===== config.mk =====
export PLATFORM = sky130hd
export DESIGN_NAME = clk_div_prog
export DESIGN_NICKNAME = d
export VERILOG_FILES = /design/src/rtl/clk_div_pkg.sv /design/src/rtl/clk_div_prog.sv
export SDC_FILE = /design/constraint.sdc
export NUM_CORES = 1
export LEC_CHECK = 0
export BUFFER_PORTS_ARGS = -buffer_cell sky130_fd_sc_hd__buf_2
export CORE_ASPECT_RATIO = 1.5
export CORE_MARGIN = 5
export CORE_UTILIZATION = 35
export CTS_CLUSTER_SIZE = 14
export DETAILED_ROUTE_END_ITERATION = 10
export GPL_TIMING_DRIVEN = 0
export SYNTH_ARGS = -nofsm -noshare
export SYNTH_HDL_FRONTEND = slang
export SYNTH_SLANG_ARGS = --single-unit

===== constraint.sdc =====
create_clock -name i_ref_clk -period 2 [get_ports i_ref_clk]
set_input_delay 0.3 -clock i_ref_clk [delete_from_list [all_inputs] [get_ports i_ref_clk]]
set_output_delay 0.3 -clock i_ref_clk [all_outputs]
set_load 0.1 [all_outputs]

===== src/rtl/clk_div_pkg.sv =====
`default_nettype none
// ============================================================================
// Module      : clk_div_pkg
// Description : Shared duty-placement encodings and phase-length helpers for
//               the programmable clock divider.
// Revision    : 1.0 - initial release
// ============================================================================
package clk_div_pkg;

    localparam bit c_ODD_LOW_LONG  = 1'b0;
    localparam bit c_ODD_HIGH_LONG = 1'b1;
    localparam int c_FN_W          = 32;

    // For an odd ratio the extra cycle goes to the high or the low phase.
    function automatic logic [c_FN_W-1:0] phase_hi(input logic [c_FN_W-1:0] ratio,
                                                   input bit odd_high_long);
        return (ratio >> 1) + ((odd_high_long && ratio[0]) ? 32'd1 : 32'd0);
    endfunction

    function automatic logic [c_FN_W-1:0] phase_lo(input logic [c_FN_W-1:0] ratio,
                                                   input bit odd_high_long);
        return (ratio >> 1) + ((!odd_high_long && ratio[0]) ? 32'd1 : 32'd0);
    endfunction

endpackage
`default_nettype wire


===== src/rtl/clk_div_prog.sv =====
`default_nettype none
// ============================================================================
// Module      : clk_div_prog
// Description : Runtime-programmable integer clock divider with shadowed
//               ratio/enable, per-period tick and reference pass-through.
// Revision    : 1.0 - initial release
// ============================================================================
module clk_div_prog
    import clk_div_pkg::*;
#(
    parameter int DIV_W         = 8,
    parameter bit ODD_HIGH_LONG = c_ODD_HIGH_LONG
) (
    input  logic             i_ref_clk,
    input  logic             i_rst_n,
    input  logic             i_clk_en,
    input  logic [DIV_W-1:0] i_div_ratio,
    output logic             o_div_clk,
    output logic             o_tick,
    output logic             o_active
);

    localparam logic [DIV_W-1:0] c_ONE = DIV_W'(1);
    localparam logic [DIV_W-1:0] c_TWO = DIV_W'(2);

    logic             r_en;
    logic [DIV_W-1:0] r_ratio;
    logic [DIV_W-1:0] r_cnt;
    logic             r_div_q;
    logic             r_tick_q;

    logic [DIV_W-1:0] w_hi;
    logic [DIV_W-1:0] w_lo;
    logic             w_sel;
    logic             w_new_sel;
    logic             w_boundary;
    logic             w_hi_end;

    assign w_hi = DIV_W'(phase_hi(32'(r_ratio), ODD_HIGH_LONG));
    assign w_lo = DIV_W'(phase_lo(32'(r_ratio), ODD_HIGH_LONG));

    assign w_sel     = r_en && (r_ratio >= c_TWO);
    assign w_new_sel = i_clk_en && (i_div_ratio >= c_TWO);

    // In pass-through every edge is a boundary; when dividing, only the end of the low phase.
    assign w_boundary = !w_sel || (!r_div_q && (r_cnt == w_lo));
    assign w_hi_end   = r_div_q && (r_cnt == w_hi);

    always_ff @(posedge i_ref_clk or negedge i_rst_n) begin
        if (!i_rst_n) begin
            r_en     <= 1'b0;
            r_ratio  <= '0;
            r_cnt    <= c_ONE;
            r_div_q  <= 1'b0;
            r_tick_q <= 1'b0;
        end else if (w_boundary) begin
            r_en     <= i_clk_en;
            r_ratio  <= i_div_ratio;
            r_div_q  <= w_new_sel;
            r_cnt    <= c_ONE;
            r_tick_q <= i_clk_en;
        end else begin
            r_tick_q <= 1'b0;
            if (w_hi_end) begin
                r_div_q <= 1'b0;
                r_cnt   <= c_ONE;
            end else begin
                r_cnt <= r_cnt + c_ONE;
            end
        end
    end

    assign o_div_clk = w_sel ? r_div_q : i_ref_clk;
    assign o_tick    = r_tick_q;
    assign o_active  = w_sel;

endmodule
`default_nettype wire


# Word-level counts from Yosys, hierarchy flattened
# Cells that the tools add are included.
dict set report classes {
  n_addsub 2
  mul 0
  n_div 0
  n_lt_le_gt_ge 2
  n_eq_ne 2
  n_shift 0
  muxes 7
  bitwise 0
  n_reduce_logical 8
}
# operator n
set op_table {}
lappend op_table {{$ge A8 B2 Y1 const B} 2}
lappend op_table {{$mux W8} 2}
lappend op_table {{$add A7 B1 Y8} 1}
lappend op_table {{$add A8 B1 Y8 const B} 1}
lappend op_table {{$eq A8 B7 Y1} 1}
lappend op_table {{$eq A8 B8 Y1} 1}
lappend op_table {{$mux W1} 5}
lappend op_table {{$logic_and A1 B1 Y1} 4}
lappend op_table {{$logic_not A1 Y1} 2}
lappend op_table {{$reduce_bool A2 Y1} 1}
lappend op_table {{$logic_or A1 B1 Y1} 1}
dict set report word_totals {
  ff_bits 19
  latchBits 0
  ram_bits 0
  rom_bits 0
  input_bits 11
  elab_cells 26
  memories 0
}

# Logic depth before layout (Yosys ltp)
# Gate-level depths: netlist of the first run.
dict set report logic_depth {
  word_depth 6
  depth_mapped 8
  depth_no_buf 7
}

==> results by group, run 1 <==
Min path
  • Min-delay worst type: in2reg

Global route
  • Gr usage total: 13.21%
  • Global-route wire length before repair: between 4000 and 5000 µm
  • Antenna violations before repair: 0
  • Number of global-route vias before repair: between 900 and 1k
  • Congestion Overflow GR: 0
  • Largest net degree at the start of global routing: 20

Run status
  • Status: finished with violations
  • Failing checks: negative setup slack

Worst setup path
  • Worst endpoint required time: approximately 2.3 ns
  • Setup CP Type: reg2reg
  • Crit-path max FO: 3
  • Crit. End Element: register
  • CP Data Arrival Time: 2.41 ns
  • Setup crit start kind: register
  • Worst reg2reg setup slack: -0.16 ns

Logic synthesis
  • Post-synthesis cell type count: 33
  • Cells after Synth: roughly 110
  • Ys Warns: 0
  • Synth Register Bits: 19
  • Post-synthesis sequential area ratio: between 40 and 50%
  • Post-synthesis instance area: 1156 µm²
  • EDFF count, synth: 0
  • Mapped Nets: 120
  • Mean post-synth cell area: about 11 µm²
  • Share of async-settable or async-resettable flops after synthesis: 100.0%
  • Synth Flop Type: dfrtp_1

Detailed routing
  • DRT Pass-1 Iters: 4
  • WL per Instance: 16.26 µm
  • Vias: 956
  • Vias per std cell: ~5.4
  • Antenna viol nets, final: 0
  • Drt first-iter violations: 17
  • Wirelength, routed: ~2900 µm
  • Drt drc: 0

CTS
  • Worst-Skew Late Latency: approximately 0.36 ns
  • CTS tree: done
  • Reg clk slew, reported paths: roughly 0.070 ns

STA
  • Achievable Freq: between 400 and 500 MHz
  • Slew Limit Headroom: between 60% and 70%
  • Final worst slack: -0.1589 ns
  • # setup viols final: 10
  • Fin. max-slew vios: 0
  • Period utilisation layout: 107.9%
  • Final min period: 2.159 ns
  • RSZ-0062 raised after global routing: yes
  • Hold Fails Final Rpt: 0
  • Worst-Margin Slew: 0.4872 ns
  • Max Clock Skew: between 0.0015 and 0.002 ns

Floorplan
  • Top Ports: 14
  • Die X-Extent: roughly 57 µm
  • Die Span Y: about 80 µm
  • Die ar.: about 4600 µm²
  • Core Rows: 25
  • Area of the core: between 3000 and 4000 µm²
  • Initial core utilization: a little over a third

Final layout
  • Final nets: 152
  • Antenna diode count: 0
  • Commonest cells after routing, fill and taps aside: 16 x dfrtp_1, 11 x buf_2, 10 x buf_4, 10 x xor2_1
  • Syn-to-layout area delta: 42.86%
  • Fin area: approximately 1700 µm²
  • Most common cell after layout, fill and taps aside: dfrtp_1
  • Layout cells sized above 1: 48.53%

Pwr
  • Worst VDD drop: slightly above 0.9 mV
  • P_leak: 0.6849 nW
  • PwrDens: roughly 1800 nW/µm²
  • Pwr Total: 0.002912 W

Place
  • Hpwl dp: 1938 µm
  • DP Area: approximately 1300 µm²
  • I/O Buffers: 13
  • Placer Congestion: slightly below 0.8

Flow run
  • Number of max-cap violations: 0
==> sequential cells by signal, summed over array words and instances, names as in the netlist <==
signal,cells
r_div_q,1
r_cnt,8
r_en,1
o_tick,1
r_ratio,8
==> metal layers <==
layer,up-vias,part of all wire [%],track usage [%]
li1,445,-,-
met1,476,39,13.56
met4,0,0.94,9.281
met3,3,3.2,3.698
met2,32,57,22.65
met5,-,0,0
==> synthesized netlist by cell type, drive strengths merged (2+ instances only) <==
cell type	count	share of area, %
xor2	10	7.6
nand2	6	1.9
nand2b	3	1.6
ha	4	4.3
buf	3	2.3
nor4	3	1.6
o211ai	2	1.3
nand4	3	1.6
xnor2	8	6.1
mux2	8	7.8
dfrtp	18	39
nand3	7	3.5
clkbuf	2	0.65
and3	2	1.1
nor3	10	4.3
==> worst max-delay path: stages (launching register included) <==
cell and delay [ns]:
dfrtp_1 0.36, buf_4 0.12, ha_4 0.15, nand2_4 0.06
o21a_1 0.21, or4_4 0.50, a2111o_1 0.41, a32o_1 0.23
==> through the flow <==
stage	std cells	setup slack, ns	hold WS (ns)	TNS [ns]	utilization, %
floorplan	105	-0.1070	0.004409	-0.9406	-
global placement	158	-0.2781	0.2545	-3.995	40.99
detailed placement	158	-0.3659	0.2575	-4.957	40.99
CTS	171	-0.2116	0.1302	-1.281	49.15
global route	176	-0.2367	0.1186	-2.350	52.28
finish	176	-0.1589	0.1345	-1.099	52.28
==> area by class of cell <==
type                    instances  area, µm²
plain buffers                   5      41.29
fillers                       269       1508
clock buffers                   7      102.6
flip-flops and latches         19      479.2
clock inverters                 1      5.005
multi-input cells              80      793.3
well taps                      40      50.05
repair buffers                 23      176.4
inverters                       1      3.754
==> timing repair <==
action | CTS | global route
gates cloned | 0 | 0
hold endpoints to repair | 18 | 0
gates resized for setup | 20 | 16
hold buffers | 1 | 0
pin swaps | 11 | 6
setup buffers | 6 | 6
endpoints found under the setup margin | 21 | 20
==> final timing paths <==
check / from / to / cells after the start
setup / recovery: r_ratio[0] / r_div_q / 7
hold / removal: i_clk_en / r_en / 2
setup reg to reg: r_ratio[0] / r_div_q / 7
hold reg to reg: r_cnt[0] / r_cnt[0] / 1
max in group asynchronous: i_rst_n / r_cnt[0] / 2
min in group asynchronous: i_rst_n / r_ratio[1] / 2
==> report_power, final <==
group / switching [W] / leakage [nW] / internal (W)
registers: 0.000257 / 0.226 / 0.000570
clock network: 0.000250 / 0.0658 / 0.000325
logic: 0.000753 / 0.394 / 0.000757
==> cell families after synthesis <==
group | count (synthesis) | synth area share, %
compound gates | 11 | 10.82
flops | 19 | 41.23
mux | 8 | 7.793
fa+ha+maj | 4 | 4.329
xor+xnor | 18 | 13.64
simple gates | 39 | 18.94
buf+inv | 6 | 3.246
(Power assumes the default switching activity.)
==> inputs of run 2 (changes only) <==
--- a/config.mk
+++ b/config.mk
@@ -12,6 +12,7 @@
 export CTS_CLUSTER_SIZE = 14
 export DETAILED_ROUTE_END_ITERATION = 10
 export GPL_TIMING_DRIVEN = 0
+export SETUP_SLACK_MARGIN = 0.3
 export SYNTH_ARGS = -nofsm -noshare
 export SYNTH_HDL_FRONTEND = slang
 export SYNTH_SLANG_ARGS = --single-unit
==> run 2 against run 1 <==
  * The run still ends with negative setup slack left
  * Cell count grew 1.1%
  * Via count grew 2.4%
  * Hold slack lost 0.0094 ns
  * Sequential share of layout area shrank 1.9 points
  * Die area is the same
  * Sequential power is essentially flat
  * Register-to-register slack lost 0.02 ns
  * Maximum frequency shrank 0.70%
  * Clock skew is essentially flat
  * Largest cell class unchanged
  * Largest power group unchanged
  * Highest routed layer unchanged
==> results by group, run 2 (synthesis results as in run 1) <==
Run status
  • Status: finished with violations (unchanged)
  • Failing checks: negative setup slack (unchanged)

STA
  • Hold Fails Final Rpt: 0 (unchanged)
  • Fin. max-slew vios: 0 (unchanged)
  • RSZ-0062 raised after global routing: yes (unchanged)
  • Worst-Margin Slew: 0.4978 ns (was 0.4872 ns)
  • Achievable Freq: 460.0 MHz (was 463.2 MHz)
  • Period utilisation layout: 108.7% (was 107.9%)
  • Final worst slack: -0.1741 ns (was -0.1589 ns)
  • Final min period: 2.174 ns (was 2.159 ns)
  • # setup viols final: 14 (was 10)
  • Slew Limit Headroom: 67.04% (was 67.74%)
  • Max Clock Skew: 0.002103 ns (was 0.001626 ns)

Worst setup path
  • Setup CP Type: reg2out (was reg2reg)
  • CP Data Arrival Time: 1.87 ns (was 2.41 ns)
  • Worst endpoint required time: 1.70 ns (was 2.25 ns)
  • Crit-path max FO: 5 (was 3)
  • Setup crit start kind: register (unchanged)
  • Crit. End Element: primary output (was register)

CTS
  • CTS tree: done (unchanged)
  • Worst-Skew Late Latency: 0.37 ns (was 0.36 ns)
  • Reg clk slew, reported paths: 0.07 ns (about the same)

Final layout
  • Antenna diode count: 0 (unchanged)
  • Footprint of the multi-input gates: 827.0 µm² (was 793.3 µm²)
  • Most common cell after layout, fill and taps aside: dfrtp_1 (unchanged)
  • Regs by FF count: r_cnt: 8 flops, r_ratio: 8 flops (unchanged)
  • Register area: 479.2 µm² (unchanged)
  • Syn-to-layout area delta: 52.60% (was 42.86%)
  • Final nets: 154 (was 152)
  • Fillers: 253 (was 269)
  • Layout cells sized above 1: 54.35% (was 48.53%)
  • Commonest cells after routing, fill and taps aside: 16 x dfrtp_1, 12 x buf_2, 10 x xor2_1, 7 x buf_6 (was 16 x dfrtp_1, 11 x buf_2, 10 x buf_4, 10 x xor2_1)
  • Finished Layout Cells: 178 (was 176)

Pwr
  • Pint: 0.001777 W (was 0.001651 W)
  • Combinational Power Share: 54.7% (was 51.9%)
  • Clock power frac: 18.7% (was 19.8%)
  • Switching power: 0.001338 W (was 0.001261 W)
  • Worst VDD drop: 1.102 mV (was 0.9303 mV)
  • P_leak: 0.7548 nW (was 0.6849 nW)
  • PwrDens: 1765 nW/µm² (was 1763 nW/µm²)
  • Switching share of power: 42.96% (was 43.29%)
  • Reg power frac: 26.6% (was 28.4%)

Place
  • Dpl cells: 158 (unchanged)
  • Hpwl dp: 1938 µm (unchanged)
  • I/O Buffers: 13 (unchanged)
  • Post-Place Setup Slack: -0.3659 ns (unchanged)
  • Placer Congestion: 0.7958 (unchanged)

Global route
  • Congestion Overflow GR: 0 (unchanged)
  • Gr usage total: 13.86% (was 13.21%)
  • Antenna violations before repair: 0 (unchanged)
  • Largest net degree at the start of global routing: 20 (unchanged)
  • Number of global-route vias before repair: 1017 (was 961)
  • Global-route wire length before repair: 4726 µm (was 4491 µm)

Floorplan
  • Die Span Y: 80.39 µm (unchanged)
  • Initial core utilization: 36.59% (unchanged)
  • Area of the core: 3159 µm² (unchanged)
  • Die X-Extent: 56.93 µm (unchanged)
  • Top Ports: 14 (unchanged)
  • Core Rows: 25 (unchanged)
  • Die ar.: 4576 µm² (unchanged)

Detailed routing
  • Vias: 979 (was 956)
  • Vias per std cell: 5.500 (was 5.432)
  • Drt drc: 0 (unchanged)
  • DRT Pass-1 Iters: 4 (unchanged)
  • Antenna viol nets, final: 0 (unchanged)
  • Wirelength, routed: 3280 µm (was 2861 µm)
  • Drt first-iter violations: 28 (was 17)
  • WL per Instance: 18.43 µm (was 16.26 µm)

Min path
  • Min-delay worst type: in2reg (unchanged)

Flow run
  • Number of max-cap violations: 0 (unchanged)
run 2: metrics by stage:
stage	TNS (ns)	util, %	hold slack, ns	area, µm²	power (W)
4_1_cts	-1.515	51.05	0.1302	1613	0.002772
2_1_floorplan	-0.9406	-	0.004409	1180	0.001764
5_1_grt	-2.683	55.84	0.1243	1764	0.003304
3_3_place_gp	-3.995	40.99	0.2545	1295	0.001975
3_5_place_dp	-4.957	40.99	0.2575	1295	0.002009
6_report	-1.149	55.84	0.1251	1764	0.003115
run 2: path summary, 6_finish.rpt:
path | cells past startpoint | start | slack [ns] | end
worst max-delay path | 5 | r_ratio[1] | -0.17 | o_div_clk
worst min-delay path | 3 | i_div_ratio[0] | 0.13 | r_ratio[0]
worst max register to register | 7 | r_ratio[0] | -0.17 | r_div_q
worst min register to register | 2 | r_ratio[0] | 0.61 | r_ratio[0]
max in group asynchronous | 2 | i_rst_n | 1.27 | r_cnt[0]
min in group asynchronous | 2 | i_rst_n | 0.40 | o_tick
run 2: power groups by stage:
stage | Combinational [W] | Sequential, W | Clock, W
2_1_floorplan | 0.000921 | 0.000735 | 0.000108
3_3_place_gp | 0.00108 | 0.000778 | 0.000114
3_5_place_dp | 0.00111 | 0.000783 | 0.000114
4_1_cts | 0.00138 | 0.000808 | 0.000587
5_1_grt | 0.00183 | 0.000849 | 0.000629
6_report | 0.00170 | 0.000829 | 0.000583
run 2: cell type report:
cell class                 instances  share of cell area, %
multi-input combinational         80                  46.88
sequential                        19                  27.16
timing repair buffer              25                  13.90
clock buffer                       7                  5.816
buffer                             5                  2.908
tap                               40                  2.837
clock inverter                     1                 0.2837
inverter                           1                 0.2128
run 2: metal layers:
metal / part of all wire, % / vias to the layer above / GRT usage, %
met4: 2.6 / 0 / 9.049
met5: 0 / - / 0
met1: 37 / 496 / 13.55
met2: 57 / 21 / 25.06
met3: 3.1 / 10 / 3.698
li1: - / 452 / -
run 2: repair_timing:
action | CTS | global route
hold buffers | 1 | 0
gates cloned | 1 | 1
pin swaps | 9 | 12
setup endpoints to repair | 21 | 21
setup buffers | 9 | 1
hold endpoints to repair | 18 | 0
gates resized for setup | 21 | 32
run 2: worst max-delay path, cell delays in order, from the launching register on:
cell and delay (ns):
dfrtp_2 0.46, ha_2 0.21, nor4_4 0.21, a21boi_4 0.12, mux2_4 0.32, buf_12 0.17
==> inputs of run 3 (changes only) <==
--- a/config.mk
+++ b/config.mk
@@ -5,13 +5,14 @@
 export SDC_FILE = /design/constraint.sdc
 export NUM_CORES = 1
 export LEC_CHECK = 0
-export BUFFER_PORTS_ARGS = -buffer_cell sky130_fd_sc_hd__buf_2
 export CORE_ASPECT_RATIO = 1.5
 export CORE_MARGIN = 5
 export CORE_UTILIZATION = 35
 export CTS_CLUSTER_SIZE = 14
 export DETAILED_ROUTE_END_ITERATION = 10
+export DONT_BUFFER_PORTS = 1
 export GPL_TIMING_DRIVEN = 0
+export RECOVER_POWER = 25
 export SETUP_SLACK_MARGIN = 0.3
 export SYNTH_ARGS = -nofsm -noshare
 export SYNTH_HDL_FRONTEND = slang
==> run 3 against run 2 <==
  * The flow still finishes with violations (negative setup slack)
  * Hold slack got worse by 0.092 ns
  * Highest routed layer unchanged
  * Setup slack lost 0.34 ns
  * Largest cell class unchanged
  * Register-to-register slack got worse by 0.09 ns
  * Wire length is 19% lower
  * Largest power group unchanged
==> results by group, run 3 (synthesis results as in run 1) <==
Run status
  • Status: finished with violations (unchanged)
  • Failing checks: negative setup slack (unchanged)

STA
  • Final worst slack: -0.5132 ns (was -0.1741 ns)
  • Worst-Margin Slew: 0.8801 ns (was 0.4978 ns)
  • # setup viols final: 20 (was 14)
  • Achievable Freq: 397.9 MHz (was 460.0 MHz)
  • Period utilisation layout: 125.7% (was 108.7%)
  • Fin. max-slew vios: 0 (unchanged)
  • RSZ-0062 raised after global routing: yes (unchanged)
  • Final Hold Slack: 0.03337 ns (was 0.1251 ns)
  • Max Clock Skew: 0.001721 ns (was 0.002103 ns)
  • Hold Fails Final Rpt: 0 (unchanged)
  • Slew Limit Headroom: 41.13% (was 67.04%)
  • Final min period: 2.513 ns (was 2.174 ns)

Min path
  • Min-delay worst type: in2reg (unchanged)
  • Hold endpoint: r_en (was r_ratio[0])
  • HP Start: i_clk_en (was i_div_ratio[0])
  • Worst Hold Depth: 1 (was 3)

Worst setup path
  • Worst endpoint required time: 1.70 ns (about the same)
  • Setup CP Type: reg2out (unchanged)
  • Setup crit start kind: register (unchanged)
  • Crit-path max FO: 4 (was 5)
  • CP Data Arrival Time: 2.21 ns (was 1.87 ns)
  • Origin of the critical flop-to-flop path: r_ratio[1] (was r_ratio[0])
  • Worst reg2reg setup slack: -0.26 ns (was -0.17 ns)
  • Reg2Reg Depth: 7 (unchanged)
  • Crit. End Element: primary output (unchanged)
  • RR Endpoint: r_div_q (unchanged)

Final layout
  • Register area: 478.0 µm² (was 479.2 µm²)
  • Syn-to-layout area delta: 26.41% (was 52.60%)
  • Fillers: 281 (was 253)
  • Final nets: 136 (was 154)
  • Regs by FF count: r_cnt: 8 flops, r_ratio: 8 flops (unchanged)
  • Commonest cells after routing, fill and taps aside: 17 x dfrtp_1, 10 x xor2_1, 10 x nor3_1, 8 x xnor2_1 (was 16 x dfrtp_1, 12 x buf_2, 10 x xor2_1, 7 x buf_6)
  • Layout cells sized above 1: 35.00% (was 54.35%)
  • Most common cell after layout, fill and taps aside: dfrtp_1 (unchanged)
  • Finished Layout Cells: 160 (was 178)
  • Antenna diode count: 0 (unchanged)
  • Fin area: 1461 µm² (was 1764 µm²)
  • Footprint of the multi-input gates: 720.7 µm² (was 827.0 µm²)

Floorplan
  • Initial core utilization: 36.59% (unchanged)
  • Die Span Y: 80.39 µm (unchanged)
  • Area of the core: 3159 µm² (unchanged)
  • Die X-Extent: 56.93 µm (unchanged)
  • Core Rows: 25 (unchanged)
  • Top Ports: 14 (unchanged)
  • Die ar.: 4576 µm² (unchanged)

Detailed routing
  • WL per Instance: 16.64 µm (was 18.43 µm)
  • Vias per std cell: 5.438 (was 5.500)
  • Vias: 870 (was 979)
  • Drt drc: 0 (unchanged)
  • DRT Pass-1 Iters: 3 (was 4)
  • Drt first-iter violations: 12 (was 28)
  • Antenna viol nets, final: 0 (unchanged)
  • Wirelength, routed: 2663 µm (was 3280 µm)

Pwr
  • PwrDens: 1800 nW/µm² (was 1765 nW/µm²)
  • Worst VDD drop: 0.9025 mV (was 1.102 mV)
  • P_leak: 0.5862 nW (was 0.7548 nW)

CTS
  • Worst-Skew Late Latency: 0.37 ns (about the same)
  • Reg clk slew, reported paths: 0.07 ns (about the same)
  • CTS tree: done (unchanged)

Place
  • Post-Place Setup Slack: -0.3457 ns (was -0.3659 ns)
  • Hpwl dp: 1840 µm (was 1938 µm)
  • Placer Congestion: 0.8535 (was 0.7958)
  • Dpl cells: 145 (was 158)
  • I/O Buffers: 0 (was 13)
  • DP Area: 1230 µm² (was 1295 µm²)

Global route
  • Number of global-route vias before repair: 936 (was 1017)
  • Antenna violations before repair: 0 (unchanged)
  • Global-route wire length before repair: 4485 µm (was 4726 µm)
  • Congestion Overflow GR: 0 (unchanged)
  • Gr usage total: 13.39% (was 13.86%)
  • Largest net degree at the start of global routing: 20 (unchanged)

Flow run
  • Number of max-cap violations: 0 (unchanged)
[run 3: cell types whose count changed in the layout (fill, tap and decap cells not counted), sizes merged]
cell    before  now
buf         28   10
clkinv       1    0
clkbuf       8    9
[run 3: worst max-delay path, stage by stage (launching register included)]
cell and delay (ns):
dfrtp_1 0.39, inv_2 0.08, ha_4 0.12, nor4_2 0.04, a21boi_4 0.70, mux2_4 0.50
[run 3: layer usage]
metal	vias up	routed length, µm	GRT usage [%]	share of wire [%]
met5	-	0	0	0
met4	0	133	11.14	5.0
met3	14	88	4.019	3.3
met2	20	1399	21.74	53
met1	427	1042	13.93	39
li1	409	-	-	-
[run 3: worst max path at each step]
stage | startpoint | end | slack [ns] | cells after the start
detailed placement | r_ratio[1] | r_cnt[1] | -0.35 | 6
floorplan | r_ratio[0] | r_div_q | -0.11 | 7
finish | r_ratio[0] | o_div_clk | -0.51 | 5
global route | r_ratio[0] | o_div_clk | -0.59 | 5
global placement | r_ratio[1] | r_div_q | -0.31 | 6
CTS | r_ratio[0] | o_div_clk | -0.53 | 5
[run 3: area by class of cell]
cell class	count	share of cell area (%)
plain buffers	5	2.997
clock buffers	7	5.908
inverters	1	0.2568
multi-input cells	80	49.32
flip-flops and latches	19	32.71
well taps	40	3.425
repair buffers	8	5.394
[run 3: stage by stage]
step                total power [W]  utilization [%]  setup TNS [ns]
finish                     0.002630            46.26          -4.032
global route               0.002814            46.26          -5.994
CTS                        0.002585            45.62          -4.371
detailed placement         0.001963            38.93          -5.117
global placement           0.001933            38.93          -4.598
floorplan                  0.001764                -         -0.9406
[run 3: where the power goes]
| group | switching, W | total [W] | internal [W] |
|---|---|---|---|
| registers | 0.000238 | 0.000805 | 0.000567 |
| clock network | 0.000254 | 0.000542 | 0.000288 |
| logic | 0.000646 | 0.00128 | 0.000637 |
[run 3: repair_timing]
item / CTS / global route
cloned: 0 / 1
buffers inserted: 6 / 0
setup endpoints to repair: 21 / 21
resized for setup: 12 / 3
pin swaps: 3 / 3
hold endpoints to repair: 19 / 0
hold buffers: 1 / 0
